==> src/rtl/dpu_pkg.sv <==
// rtl/dpu_pkg.sv - shared types for the DPU output path
package dpu_pkg;

  typedef logic signed [7:0] int8_t;

  localparam int DPU_OUT_LANES = 4;

  // Packed-word FIFO entry; field order matches the flat entry used by the packer.
  typedef struct packed {
    logic [8*DPU_OUT_LANES-1:0] data;
    logic [DPU_OUT_LANES-1:0]   mask;
    logic                       last;
  } dpu_word_t;

endpackage

==> src/rtl/dpu_sync_fifo.sv <==
// rtl/dpu_sync_fifo.sv - first-word-fall-through synchronous FIFO with level output
module dpu_sync_fifo #(
  parameter int WIDTH = 8,
  parameter int DEPTH = 4,
  localparam int AW    = $clog2(DEPTH),
  localparam int LVL_W = $clog2(DEPTH + 1)
) (
  input  logic             clk,
  input  logic             rst_n,
  input  logic             clear,
  input  logic             push,
  input  logic [WIDTH-1:0] push_data,
  input  logic             pop,
  output logic [WIDTH-1:0] pop_data,
  output logic             full,
  output logic             empty,
  output logic [LVL_W-1:0] level
);

  logic [WIDTH-1:0] mem [DEPTH];
  logic [AW:0]      wr_ptr;
  logic [AW:0]      rd_ptr;
  logic             do_push;
  logic             do_pop;

  // Extra pointer MSB distinguishes full from empty when the indices match.
  assign empty = (wr_ptr == rd_ptr);
  assign full  = (wr_ptr[AW] != rd_ptr[AW]) && (wr_ptr[AW-1:0] == rd_ptr[AW-1:0]);
  assign level = LVL_W'(wr_ptr - rd_ptr);

  assign do_push = push && !full && !clear;
  assign do_pop  = pop && !empty && !clear;

  always_ff @(posedge clk or negedge rst_n) begin
    if (!rst_n) begin
      wr_ptr <= '0;
      rd_ptr <= '0;
    end else if (clear) begin
      wr_ptr <= '0;
      rd_ptr <= '0;
    end else begin
      if (do_push) wr_ptr <= wr_ptr + 1'b1;
      if (do_pop)  rd_ptr <= rd_ptr + 1'b1;
    end
  end

  always_ff @(posedge clk) begin
    if (do_push) mem[wr_ptr[AW-1:0]] <= push_data;
  end

  // Head is forced to zero when empty so stale storage never shows on the outputs.
  assign pop_data = empty ? '0 : mem[rd_ptr[AW-1:0]];

endmodule

==> src/rtl/int8_word_packer.sv <==
// rtl/int8_word_packer.sv - packs INT8 samples little-endian into words and queues them for DMA
module int8_word_packer
  import dpu_pkg::*;
#(
  parameter int LANES      = DPU_OUT_LANES,
  parameter int FIFO_DEPTH = 4,
  localparam int WORD_W    = 8 * LANES,
  localparam int LVL_W     = $clog2(FIFO_DEPTH + 1)
) (
  input  logic              clk,
  input  logic              rst_n,
  input  logic              clear,
  input  logic              in_valid,
  input  int8_t             in_data,
  input  logic              in_last,
  output logic              in_ready,
  output logic              out_valid,
  input  logic              out_ready,
  output logic [WORD_W-1:0] out_data,
  output logic [LANES-1:0]  out_mask,
  output logic              out_last,
  output logic [LVL_W-1:0]  fifo_level,
  output logic              err_overflow
);

  localparam int ENTRY_W = WORD_W + LANES + 1;
  localparam int PTR_W   = $clog2(LANES);

  logic [PTR_W-1:0]   lane_ptr;
  logic [WORD_W-1:0]  asm_data;
  logic [LANES-1:0]   asm_mask;
  logic [WORD_W-1:0]  word_data;
  logic [LANES-1:0]   word_mask;
  logic [ENTRY_W-1:0] push_entry;
  logic [ENTRY_W-1:0] head_entry;
  logic               fifo_full;
  logic               fifo_empty;
  logic               accept;
  logic               close;
  logic               pop;

  assign in_ready = !fifo_full;
  assign accept   = in_valid && in_ready && !clear;
  assign close    = accept && (in_last || (lane_ptr == PTR_W'(LANES - 1)));
  assign pop      = out_valid && out_ready && !clear;

  // Assembly register with the incoming sample merged into its lane.
  always_comb begin
    word_data = asm_data;
    word_mask = asm_mask;
    word_data[lane_ptr*8 +: 8] = in_data;
    word_mask[lane_ptr]        = 1'b1;
  end

  assign push_entry = {word_data, word_mask, in_last};

  always_ff @(posedge clk or negedge rst_n) begin
    if (!rst_n) begin
      lane_ptr     <= '0;
      asm_data     <= '0;
      asm_mask     <= '0;
      err_overflow <= 1'b0;
    end else if (clear) begin
      lane_ptr     <= '0;
      asm_data     <= '0;
      asm_mask     <= '0;
      err_overflow <= 1'b0;
    end else begin
      if (in_valid && !in_ready) err_overflow <= 1'b1;
      if (close) begin
        lane_ptr <= '0;
        asm_data <= '0;
        asm_mask <= '0;
      end else if (accept) begin
        lane_ptr <= lane_ptr + PTR_W'(1);
        asm_data <= word_data;
        asm_mask <= word_mask;
      end
    end
  end

  dpu_sync_fifo #(
    .WIDTH (ENTRY_W),
    .DEPTH (FIFO_DEPTH)
  ) u_fifo (
    .clk       (clk),
    .rst_n     (rst_n),
    .clear     (clear),
    .push      (close),
    .push_data (push_entry),
    .pop       (pop),
    .pop_data  (head_entry),
    .full      (fifo_full),
    .empty     (fifo_empty),
    .level     (fifo_level)
  );

  assign out_valid = !fifo_empty;
  assign {out_data, out_mask, out_last} = head_entry;

endmodule

==> config.mk <==
export PLATFORM = sky130hd
export DESIGN_NAME = int8_word_packer
export DESIGN_NICKNAME = d
export VERILOG_FILES = /design/src/rtl/dpu_pkg.sv /design/src/rtl/dpu_sync_fifo.sv /design/src/rtl/int8_word_packer.sv
export SDC_FILE = /design/constraint.sdc
export NUM_CORES = 1
export LEC_CHECK = 0
export ABC_AREA = 1
export CAP_MARGIN = 0
export CORE_MARGIN = 1
export CORE_UTILIZATION = 35
export CTS_BUF_LIST = sky130_fd_sc_hd__clkbuf_8 sky130_fd_sc_hd__clkbuf_16
export CTS_CLUSTER_SIZE = 25
export DETAILED_ROUTE_END_ITERATION = 10
export PLACE_DENSITY = 0.54
export SKIP_CTS_REPAIR_TIMING = 1
export SLEW_MARGIN = 10
export SYNTH_ARGS = -nofsm -noshare
export SYNTH_HDL_FRONTEND = slang
export SYNTH_SLANG_ARGS = --single-unit
==> constraint.sdc <==
create_clock -name clk -period 3.3 [get_ports clk]
set_input_delay 0.33 -clock clk [delete_from_list [all_inputs] [get_ports clk]]
set_output_delay 0.33 -clock clk [all_outputs]
set_load 0.01 [all_outputs]
==> results of run 1 <==
## cell usage after synthesis (all sizes together)
library cell | instances | area share (%)
nand2 | 84 | 3.9
nand4 | 20 | 1.5
a21oi | 47 | 2.8
nor2 | 176 | 8.0
fa | 1 | 0.24
xor2 | 4 | 0.41
clkbuf | 13 | 0.59
ha | 15 | 2.2
buf | 28 | 1.8
or2 | 4 | 0.30
o22ai | 2 | 0.15
inv | 74 | 3.3
nand3 | 47 | 2.8
dfrtp | 45 | 13
a22oi | 1 | 0.089
clkinv | 1 | 0.044
edfxtp | 148 | 52
o21ai | 105 | 6.2
## cell families after synthesis
| family | after synthesis | synth area share, % |
|---|---|---|
| compound gates | 155 | 9.21 |
| xor+xnor | 4 | 0.413 |
| fa+ha+maj | 16 | 2.45 |
| buf+inv | 116 | 5.79 |
| flops | 193 | 65.7 |
| simple gates | 331 | 16.4 |
## final cells by class
type | instances | area [um^2]
multi-input combinational | 506 | 2450
clock inverter | 14 | 119
sequential | 193 | 5570
clock buffer | 18 | 439
timing repair buffer | 71 | 722
inverter | 75 | 287
fill | 2277 | 13600
tap | 319 | 399
## placed cells by master (no fill, tap or decap), drive strengths merged
master         Yosys  layout
nor2             176     176
edfxtp           148     148
o21ai            105     105
nand2             84      84
inv               74      79
clkdlybuf4s50      0      55
nand3             47      47
a21oi             47      47
dfrtp             45      45
nand4             20      20
clkbuf            13      18
buf               28      16
ha                15      15
clkinv             1       8
or2                4       4
xor2               4       4
o22ai              2       2
a22oi              1       1
fa                 1       1
clkinvlp           0       1
bufinv             0       1
## power by group through the flow
| stage | combinational, mW | clock (mW) | sequential [mW] |
|---|---|---|---|
| 2_1_floorplan | 0.509 | 0 | 2.71 |
| 3_3_place_gp | 0.950 | 0 | 2.71 |
| 3_5_place_dp | 0.955 | 0 | 2.71 |
| 4_1_cts | 0.959 | 2.00 | 2.65 |
| 5_1_grt | 1.05 | 2.10 | 2.66 |
| 6_report | 0.936 | 1.96 | 2.66 |
## worst max path at each step
stage | to | depth (start not counted) | slack, ns
2_1_floorplan | u_fifo.mem[0][0] | 8 | -0.18
5_1_grt | out_data[20] | 8 | 0.06
6_report | out_data[3] | 8 | 0.32
3_3_place_gp | out_data[13] | 8 | 0.62
3_5_place_dp | out_data[3] | 8 | 0.51
4_1_cts | out_data[3] | 8 | 0.04
## state kept, by name, summed over array words and instances, names as in the netlist
name / flops
u_fifo.rd_ptr: 3
err_overflow: 1
u_fifo.wr_ptr: 3
u_fifo.mem: 148
lane_ptr: 2
asm_mask: 4
asm_data: 32
## layer usage
layer / track usage (%) / part of all wire (%) / vias up / wire [um]
met5: 0 / 0 / - / 0
met3: 3.07 / 3.4 / 22 / 695
met2: 27.7 / 47 / 117 / 9490
met1: 24.1 / 48 / 2854 / 9770
li1: - / - / 2863 / -
met4: 6.56 / 2.1 / 0 / 418
## stage by stage
step	hold WS, ns	worst slack, ns	std cells
3_3_place_gp	0.454	0.618	1164
4_1_cts	0.0478	0.0407	1196
2_1_floorplan	0.0344	-0.183	815
6_report	0.0282	0.322	1196
3_5_place_dp	0.459	0.506	1164
5_1_grt	0.0937	0.0569	1196
==> impl_results.html, run 1 <==
<table>
<tr><th>Metric</th><th>Value</th></tr>
<tr><th colspan="2">STA</th></tr>
<tr><td>Fin Clk Skew</td><td>approximately 0.014 ns</td></tr>
<tr><td>Worst slew pin tran</td><td>0.912 ns</td></tr>
<tr><td>Post-route minimum period</td><td>2.98 ns</td></tr>
<tr><td>Share of the cycle needed by the critical path after routing</td><td>roughly 90%</td></tr>
<tr><td>Total Neg Setup Slack</td><td>0 ns</td></tr>
<tr><td>Unrepaired setup endpoints after global routing</td><td>false</td></tr>
<tr><td>Number of pins with negative max-slew slack in the final report</td><td>0</td></tr>
<tr><td>Final hold violation count</td><td>0</td></tr>
<tr><td>Max transition margin</td><td>roughly 39%</td></tr>
<tr><td>Maximum achievable frequency</td><td>approximately 340 MHz</td></tr>
<tr><td>Final-report setup violation count</td><td>0</td></tr>
<tr><th colspan="2">Final layout</th></tr>
<tr><td>Layout net count</td><td>894</td></tr>
<tr><td>Share of final-layout standard cells stronger than drive strength 1</td><td>7.30%</td></tr>
<tr><td>Utilization of the core after routing</td><td>42.3%</td></tr>
<tr><td>Post-route design area</td><td>9980 um^2</td></tr>
<tr><td># diodes</td><td>0</td></tr>
<tr><td>Layout overhead on the synthesized area</td><td>17.8%</td></tr>
<tr><th colspan="2">Power</th></tr>
<tr><td>Power density over cell area</td><td>about 560 nW/um^2</td></tr>
<tr><td>Total internal power</td><td>4.07 mW</td></tr>
<tr><td>Clock share of power</td><td>35.3%</td></tr>
<tr><td>Gate power share</td><td>between 10% and 20%</td></tr>
<tr><td>Power Total</td><td>5.55 mW</td></tr>
<tr><td>Max VDD drop</td><td>0.000276 V</td></tr>
<tr><td>Switching portion of total power</td><td>26.7%</td></tr>
<tr><td>Leakage power</td><td>roughly 4 nW</td></tr>
<tr><td>Switching power</td><td>1.48 mW</td></tr>
<tr><td>Relative contribution of sequential cells to total power</td><td>47.9%</td></tr>
<tr><th colspan="2">Route</th></tr>
<tr><td>Antenna viol nets, final</td><td>0</td></tr>
<tr><td>Routed len/inst</td><td>17.0 um</td></tr>
<tr><td>Via count</td><td>just under 6000</td></tr>
<tr><td>DRT iter0 DRCs</td><td>slightly above 400</td></tr>
<tr><td>Post-route DRC</td><td>0</td></tr>
<tr><td>Wirelength, routed</td><td>20400 um</td></tr>
<tr><td>First-pass iteration count of the detailed router</td><td>5</td></tr>
<tr><td>Via/cell ratio</td><td>4.90</td></tr>
<tr><th colspan="2">Logic synthesis</th></tr>
<tr><td>Number of distinct standard cells referenced by the synthesized netlist</td><td>29</td></tr>
<tr><td>Post-synth net total</td><td>about 850</td></tr>
<tr><td>Mean instance size in the synthesized netlist</td><td>around 10 um^2</td></tr>
<tr><td>Synthesized netlist cell count</td><td>between 800 and 900</td></tr>
<tr><td>Share of synthesized area occupied by flip-flops and latches</td><td>about two thirds</td></tr>
<tr><td>Number of warnings printed during yosys synthesis</td><td>0</td></tr>
<tr><td>Number of register bits inferred by synthesis</td><td>193</td></tr>
<tr><td>Total standard cell area after synthesis</td><td>8480 um^2</td></tr>
<tr><th colspan="2">Hold path</th></tr>
<tr><td>Classification of the worst-slack hold path</td><td>in -&gt; async</td></tr>
<tr><th colspan="2">Floorplan</th></tr>
<tr><td>DIE HEIGHT</td><td>158 um</td></tr>
<tr><td>Die Area</td><td>24900 um^2</td></tr>
<tr><td>Number of standard-cell rows in the floorplan</td><td>56</td></tr>
<tr><td>Io pins</td><td>57</td></tr>
<tr><td>Die X-Extent</td><td>158 um</td></tr>
<tr><td>Initial core utilization</td><td>35.9%</td></tr>
<tr><td>Core area</td><td>23600 um^2</td></tr>
<tr><th colspan="2">Placement</th></tr>
<tr><td>HPWL Detailed</td><td>between 10000 and 15000 um</td></tr>
<tr><td>Placed standard-cell area</td><td>9420 um^2</td></tr>
<tr><td>Quantity of I/O buffers inserted on ports</td><td>56</td></tr>
<tr><td>GPL Wtd Cong</td><td>0.852</td></tr>
<tr><th colspan="2">Clocking</th></tr>
<tr><td>Sinks on the clock net</td><td>193</td></tr>
<tr><td>Worst-path clk slew</td><td>0.07 ns</td></tr>
<tr><td>Clock tree from TritonCTS</td><td>done</td></tr>
<tr><td>Root buf cell</td><td>sky130_fd_sc_hd__clkbuf_16</td></tr>
<tr><td>Clock H-tree levels</td><td>4</td></tr>
<tr><td>Number of buffers created by CTS</td><td>17</td></tr>
<tr><td>Maximum clock path buffer count</td><td>2</td></tr>
<tr><td>Clock insertion delay at the later pin of the skew report</td><td>0.44 ns</td></tr>
<tr><th colspan="2">Setup path</th></tr>
<tr><td>Critical path capture point type</td><td>output port</td></tr>
<tr><td>Critical path's slowest cell</td><td>sky130_fd_sc_hd__clkdlybuf4s50_1</td></tr>
<tr><td>Worst setup path start</td><td>u_fifo.wr_ptr[0]</td></tr>
<tr><td>Buffers &amp; Inverters on Critical Path</td><td>4</td></tr>
<tr><td>Cell mode on critical path</td><td>sky130_fd_sc_hd__inv_1</td></tr>
<tr><td>R2r setup slk</td><td>0.73 ns</td></tr>
<tr><td>Worst stage delay on the critical path</td><td>0.50 ns</td></tr>
<tr><td>Required time of the critical path</td><td>between 2 and 3 ns</td></tr>
<tr><td>Launch point of the worst reg-to-reg path</td><td>lane_ptr[0]</td></tr>
<tr><td>Number of cells traversed by the worst register-to-register path</td><td>5</td></tr>
<tr><td>Type of the worst setup path</td><td>reg -&gt; out</td></tr>
<tr><td>Worst path cell trace</td><td>inv_1 &gt; ha_1 &gt; nand2_1 &gt; inv_1 &gt; nand3_1 &gt; inv_4 &gt; a21oi_1 &gt; clkdlybuf4s50_1</td></tr>
<tr><td>Type of element launching the critical path</td><td>flop</td></tr>
<tr><td>Cell family with the largest share of critical-path delay</td><td>buffers and inverters</td></tr>
<tr><td>Endpoint of the worst register-to-register path</td><td>asm_data[14]</td></tr>
<tr><td>Arr. time, crit path</td><td>2.65 ns</td></tr>
<tr><td>Largest fanout on the critical path</td><td>37</td></tr>
<tr><th colspan="2">Global route</th></tr>
<tr><td>Number of antenna violations at the first check in global routing</td><td>0</td></tr>
<tr><td>Congestion Overflow GR</td><td>0</td></tr>
<tr><td>Pin count of the biggest net entering global routing</td><td>51</td></tr>
<tr><td>Via count of the first global-routing pass</td><td>roughly 5700</td></tr>
<tr><td>First-pass GRT wire length</td><td>32300 um</td></tr>
<tr><td>Total global routing track utilization</td><td>between 10% and 20%</td></tr>
<tr><th colspan="2">Outcome</th></tr>
<tr><td>Result of the run</td><td>complete, no violations</td></tr>
<tr><th colspan="2">Job</th></tr>
<tr><td>Number of max-capacitance violations reported</td><td>0</td></tr>
</table>
(Power assumes the default switching activity.)
==> run 2, diff against run 1 <==
--- a/config.mk
+++ b/config.mk
@@ -7,12 +7,14 @@
 export LEC_CHECK = 0
 export ABC_AREA = 1
 export CAP_MARGIN = 0
+export CELL_PAD_IN_SITES_DETAIL_PLACEMENT = 1
+export CELL_PAD_IN_SITES_GLOBAL_PLACEMENT = 2
 export CORE_MARGIN = 1
 export CORE_UTILIZATION = 35
 export CTS_BUF_LIST = sky130_fd_sc_hd__clkbuf_8 sky130_fd_sc_hd__clkbuf_16
 export CTS_CLUSTER_SIZE = 25
 export DETAILED_ROUTE_END_ITERATION = 10
-export PLACE_DENSITY = 0.54
+export PLACE_DENSITY = 0.73
 export SKIP_CTS_REPAIR_TIMING = 1
 export SLEW_MARGIN = 10
 export SYNTH_ARGS = -nofsm -noshare
==> constraint.sdc (replaced) <==
create_clock -name clk -period 3.7 [get_ports clk]
set_input_delay 0.37 -clock clk [delete_from_list [all_inputs] [get_ports clk]]
set_output_delay 0.37 -clock clk [all_outputs]
set_load 0.01 [all_outputs]
==> run 2 against run 1 <==
  * Hold slack improved by 0.39 ns
  * Utilization is 0.14 points lower
  * Clock power shrank 11%
  * Critical path depth fell by 2
  * Register-to-register slack better by 0.11 ns
  * Clock skew decreased by 0.0033 ns
  * Total power down 10%
  * Critical path type unchanged
==> impl_results.html, run 2 (synthesis gave the netlist of run 1 again) <==
<table>
<tr><th>Metric</th><th>Value</th></tr>
<tr><th colspan="2">Setup path</th></tr>
<tr><td>R2r setup slk</td><td>0.84 ns</td></tr>
<tr><td>Worst setup path start</td><td>u_fifo.rd_ptr[0]</td></tr>
<tr><td>Type of the worst setup path</td><td>reg -&gt; out</td></tr>
<tr><td>Required time of the critical path</td><td>3.33 ns</td></tr>
<tr><td>Worst path cell trace</td><td>buf_4 &gt; inv_2 &gt; buf_12 &gt; o21ai_0 &gt; a21oi_1 &gt; clkdlybuf4s50_1</td></tr>
<tr><td>Number of cells traversed by the worst register-to-register path</td><td>9</td></tr>
<tr><td>Largest fanout on the critical path</td><td>52</td></tr>
<tr><td>Buffers &amp; Inverters on Critical Path</td><td>4</td></tr>
<tr><td>Cell family with the largest share of critical-path delay</td><td>buffers and inverters</td></tr>
<tr><td>Endpoint of the worst register-to-register path</td><td>u_fifo.mem[3][1]</td></tr>
<tr><td>Type of element launching the critical path</td><td>flop</td></tr>
<tr><td>Worst stage delay on the critical path</td><td>0.59 ns</td></tr>
<tr><td>Arr. time, crit path</td><td>between 2 and 3 ns</td></tr>
<tr><td>Critical path's slowest cell</td><td>sky130_fd_sc_hd__clkdlybuf4s50_1</td></tr>
<tr><td>Crit path depth</td><td>6</td></tr>
<tr><td>Capturing element of the worst setup path</td><td>out_data[0]</td></tr>
<tr><td>Launch point of the worst reg-to-reg path</td><td>u_fifo.wr_ptr[0]</td></tr>
<tr><td>Critical path capture point type</td><td>output port</td></tr>
<tr><th colspan="2">Global route</th></tr>
<tr><td>Via count of the first global-routing pass</td><td>6528</td></tr>
<tr><td>Total global routing track utilization</td><td>20.0%</td></tr>
<tr><td>Congestion Overflow GR</td><td>0</td></tr>
<tr><td>Number of antenna violations at the first check in global routing</td><td>0</td></tr>
<tr><td>Pin count of the biggest net entering global routing</td><td>53</td></tr>
<tr><td>First-pass GRT wire length</td><td>36900 um</td></tr>
<tr><th colspan="2">Power</th></tr>
<tr><td>Relative contribution of sequential cells to total power</td><td>47.6%</td></tr>
<tr><td>Switching portion of total power</td><td>27.4%</td></tr>
<tr><td>Power density over cell area</td><td>about 500 nW/um^2</td></tr>
<tr><td>Clock share of power</td><td>35.0%</td></tr>
<tr><td>Switching power</td><td>1.36 mW</td></tr>
<tr><td>Total internal power</td><td>3.61 mW</td></tr>
<tr><td>Max VDD drop</td><td>~0.00031 V</td></tr>
<tr><td>Power Total</td><td>slightly below 5 mW</td></tr>
<tr><td>Gate power share</td><td>approximately 17%</td></tr>
<tr><td>Leakage power</td><td>3.89 nW</td></tr>
<tr><th colspan="2">Placement</th></tr>
<tr><td>GPL Wtd Cong</td><td>0.792</td></tr>
<tr><td>HPWL Detailed</td><td>14900 um</td></tr>
<tr><td>Worst slack, placed</td><td>roughly 0.53 ns</td></tr>
<tr><td>Placed standard-cell area</td><td>9390 um^2</td></tr>
<tr><td>Cells after DPL</td><td>1165</td></tr>
<tr><td>Quantity of I/O buffers inserted on ports</td><td>between 50 and 60</td></tr>
<tr><th colspan="2">Final layout</th></tr>
<tr><td>Post-route design area</td><td>between 9000 and 10000 um^2</td></tr>
<tr><td>Layout net count</td><td>896</td></tr>
<tr><td>Flip-flop count of the largest register after layout</td><td>148</td></tr>
<tr><td>Layout overhead on the synthesized area</td><td>17.4%</td></tr>
<tr><td>Share of final-layout standard cells stronger than drive strength 1</td><td>~7.4%</td></tr>
<tr><td>Utilization of the core after routing</td><td>42.1%</td></tr>
<tr><td>Non-filler cells in the finished layout</td><td>between 1000 and 1500</td></tr>
<tr><td>Most common library cell in the layout ignoring fill and taps</td><td>sky130_fd_sc_hd__nor2_1</td></tr>
<tr><td># diodes</td><td>0</td></tr>
<tr><td>Layout fillers</td><td>2627</td></tr>
<tr><td>Most used cells in the layout excluding fill and tap cells</td><td>sky130_fd_sc_hd__nor2_1, sky130_fd_sc_hd__edfxtp_1, sky130_fd_sc_hd__o21ai_0</td></tr>
<tr><th colspan="2">Floorplan</th></tr>
<tr><td>Die X-Extent</td><td>158 um</td></tr>
<tr><td>DIE HEIGHT</td><td>158 um</td></tr>
<tr><td>Initial core utilization</td><td>a little over a third</td></tr>
<tr><td>Number of standard-cell rows in the floorplan</td><td>56</td></tr>
<tr><td>Die Area</td><td>24900 um^2</td></tr>
<tr><td>Io pins</td><td>57</td></tr>
<tr><td>Core area</td><td>~24000 um^2</td></tr>
<tr><th colspan="2">Clocking</th></tr>
<tr><td>Clock H-tree levels</td><td>4</td></tr>
<tr><td>Clock insertion delay at the later pin of the skew report</td><td>0.43 ns</td></tr>
<tr><td>Root buf cell</td><td>sky130_fd_sc_hd__clkbuf_16</td></tr>
<tr><td>Maximum clock path buffer count</td><td>2</td></tr>
<tr><td>Number of buffers created by CTS</td><td>17</td></tr>
<tr><td>Sinks on the clock net</td><td>193</td></tr>
<tr><td>Worst-path clk slew</td><td>0.07 ns</td></tr>
<tr><td>Clock tree from TritonCTS</td><td>done</td></tr>
<tr><th colspan="2">Job</th></tr>
<tr><td>Number of max-capacitance violations reported</td><td>0</td></tr>
<tr><th colspan="2">STA</th></tr>
<tr><td>Maximum achievable frequency</td><td>309 MHz</td></tr>
<tr><td>Max transition margin</td><td>44.5%</td></tr>
<tr><td>Total Neg Setup Slack</td><td>0 ns</td></tr>
<tr><td>Fin Clk Skew</td><td>0.0108 ns</td></tr>
<tr><td>Final hold slack</td><td>0.421 ns</td></tr>
<tr><td>Number of pins with negative max-slew slack in the final report</td><td>0</td></tr>
<tr><td>Share of the cycle needed by the critical path after routing</td><td>87.6%</td></tr>
<tr><td>Post-layout worst setup margin</td><td>0.460 ns</td></tr>
<tr><td>Worst slew pin tran</td><td>0.824 ns</td></tr>
<tr><td>Final-report setup violation count</td><td>0</td></tr>
<tr><td>Post-route minimum period</td><td>about 3.2 ns</td></tr>
<tr><td>Unrepaired setup endpoints after global routing</td><td>false</td></tr>
<tr><td>Final hold violation count</td><td>0</td></tr>
<tr><th colspan="2">Route</th></tr>
<tr><td>Wirelength, routed</td><td>around 23000 um</td></tr>
<tr><td>DRT iter0 DRCs</td><td>approximately 340</td></tr>
<tr><td>Via count</td><td>6050</td></tr>
<tr><td>First-pass iteration count of the detailed router</td><td>4</td></tr>
<tr><td>Antenna viol nets, final</td><td>0</td></tr>
<tr><td>Routed len/inst</td><td>slightly below 20 um</td></tr>
<tr><td>Via/cell ratio</td><td>5.05</td></tr>
<tr><td>Post-route DRC</td><td>0</td></tr>
<tr><th colspan="2">Outcome</th></tr>
<tr><td>Result of the run</td><td>complete, no violations</td></tr>
<tr><th colspan="2">Hold path</th></tr>
<tr><td>Classification of the worst-slack hold path</td><td>in -&gt; async</td></tr>
</table>
## run 2: routing by layer
metal | GRT usage [%] | vias up | share of wire [%]
met5 | 0 | - | 0
met4 | 4.99 | 0 | 1.1
met3 | 3.67 | 20 | 3.2
met2 | 33.1 | 100 | 48
met1 | 26.9 | 3070 | 48
li1 | - | 2860 | -
## run 2: worst min path at each step
| stage | startpoint | end | slack (ns) |
|---|---|---|---|
| final | rst_n | u_fifo.rd_ptr[0] | 0.42 |
| after global routing | rst_n | u_fifo.wr_ptr[1] | 0.45 |
| after CTS | rst_n | u_fifo.wr_ptr[1] | -0.11 |
| after detailed placement | rst_n | u_fifo.wr_ptr[1] | 0.36 |
| after global placement | rst_n | u_fifo.rd_ptr[1] | 0.36 |
| after floorplan | rst_n | asm_data[0] | 0.07 |
## run 2: area by class of cell
type                    count  area [um^2]  share of cell area (%)
flip-flops and latches    193         5570                    56.0
multi-input cells         506         2450                    24.6
repair buffers             73          698                    7.02
clock buffers              17          425                    4.28
well taps                 319          399                    4.01
inverters                  75          287                    2.88
clock inverters            15          123                    1.23
## run 2: power by group through the flow
stage | sequential, mW | clock, mW | combinational, mW
5_1_grt | 2.37 | 1.86 | 0.952
4_1_cts | 2.37 | 1.78 | 0.879
3_3_place_gp | 2.41 | 0 | 0.845
3_5_place_dp | 2.41 | 0 | 0.873
6_report | 2.37 | 1.74 | 0.861
2_1_floorplan | 2.41 | 0 | 0.454
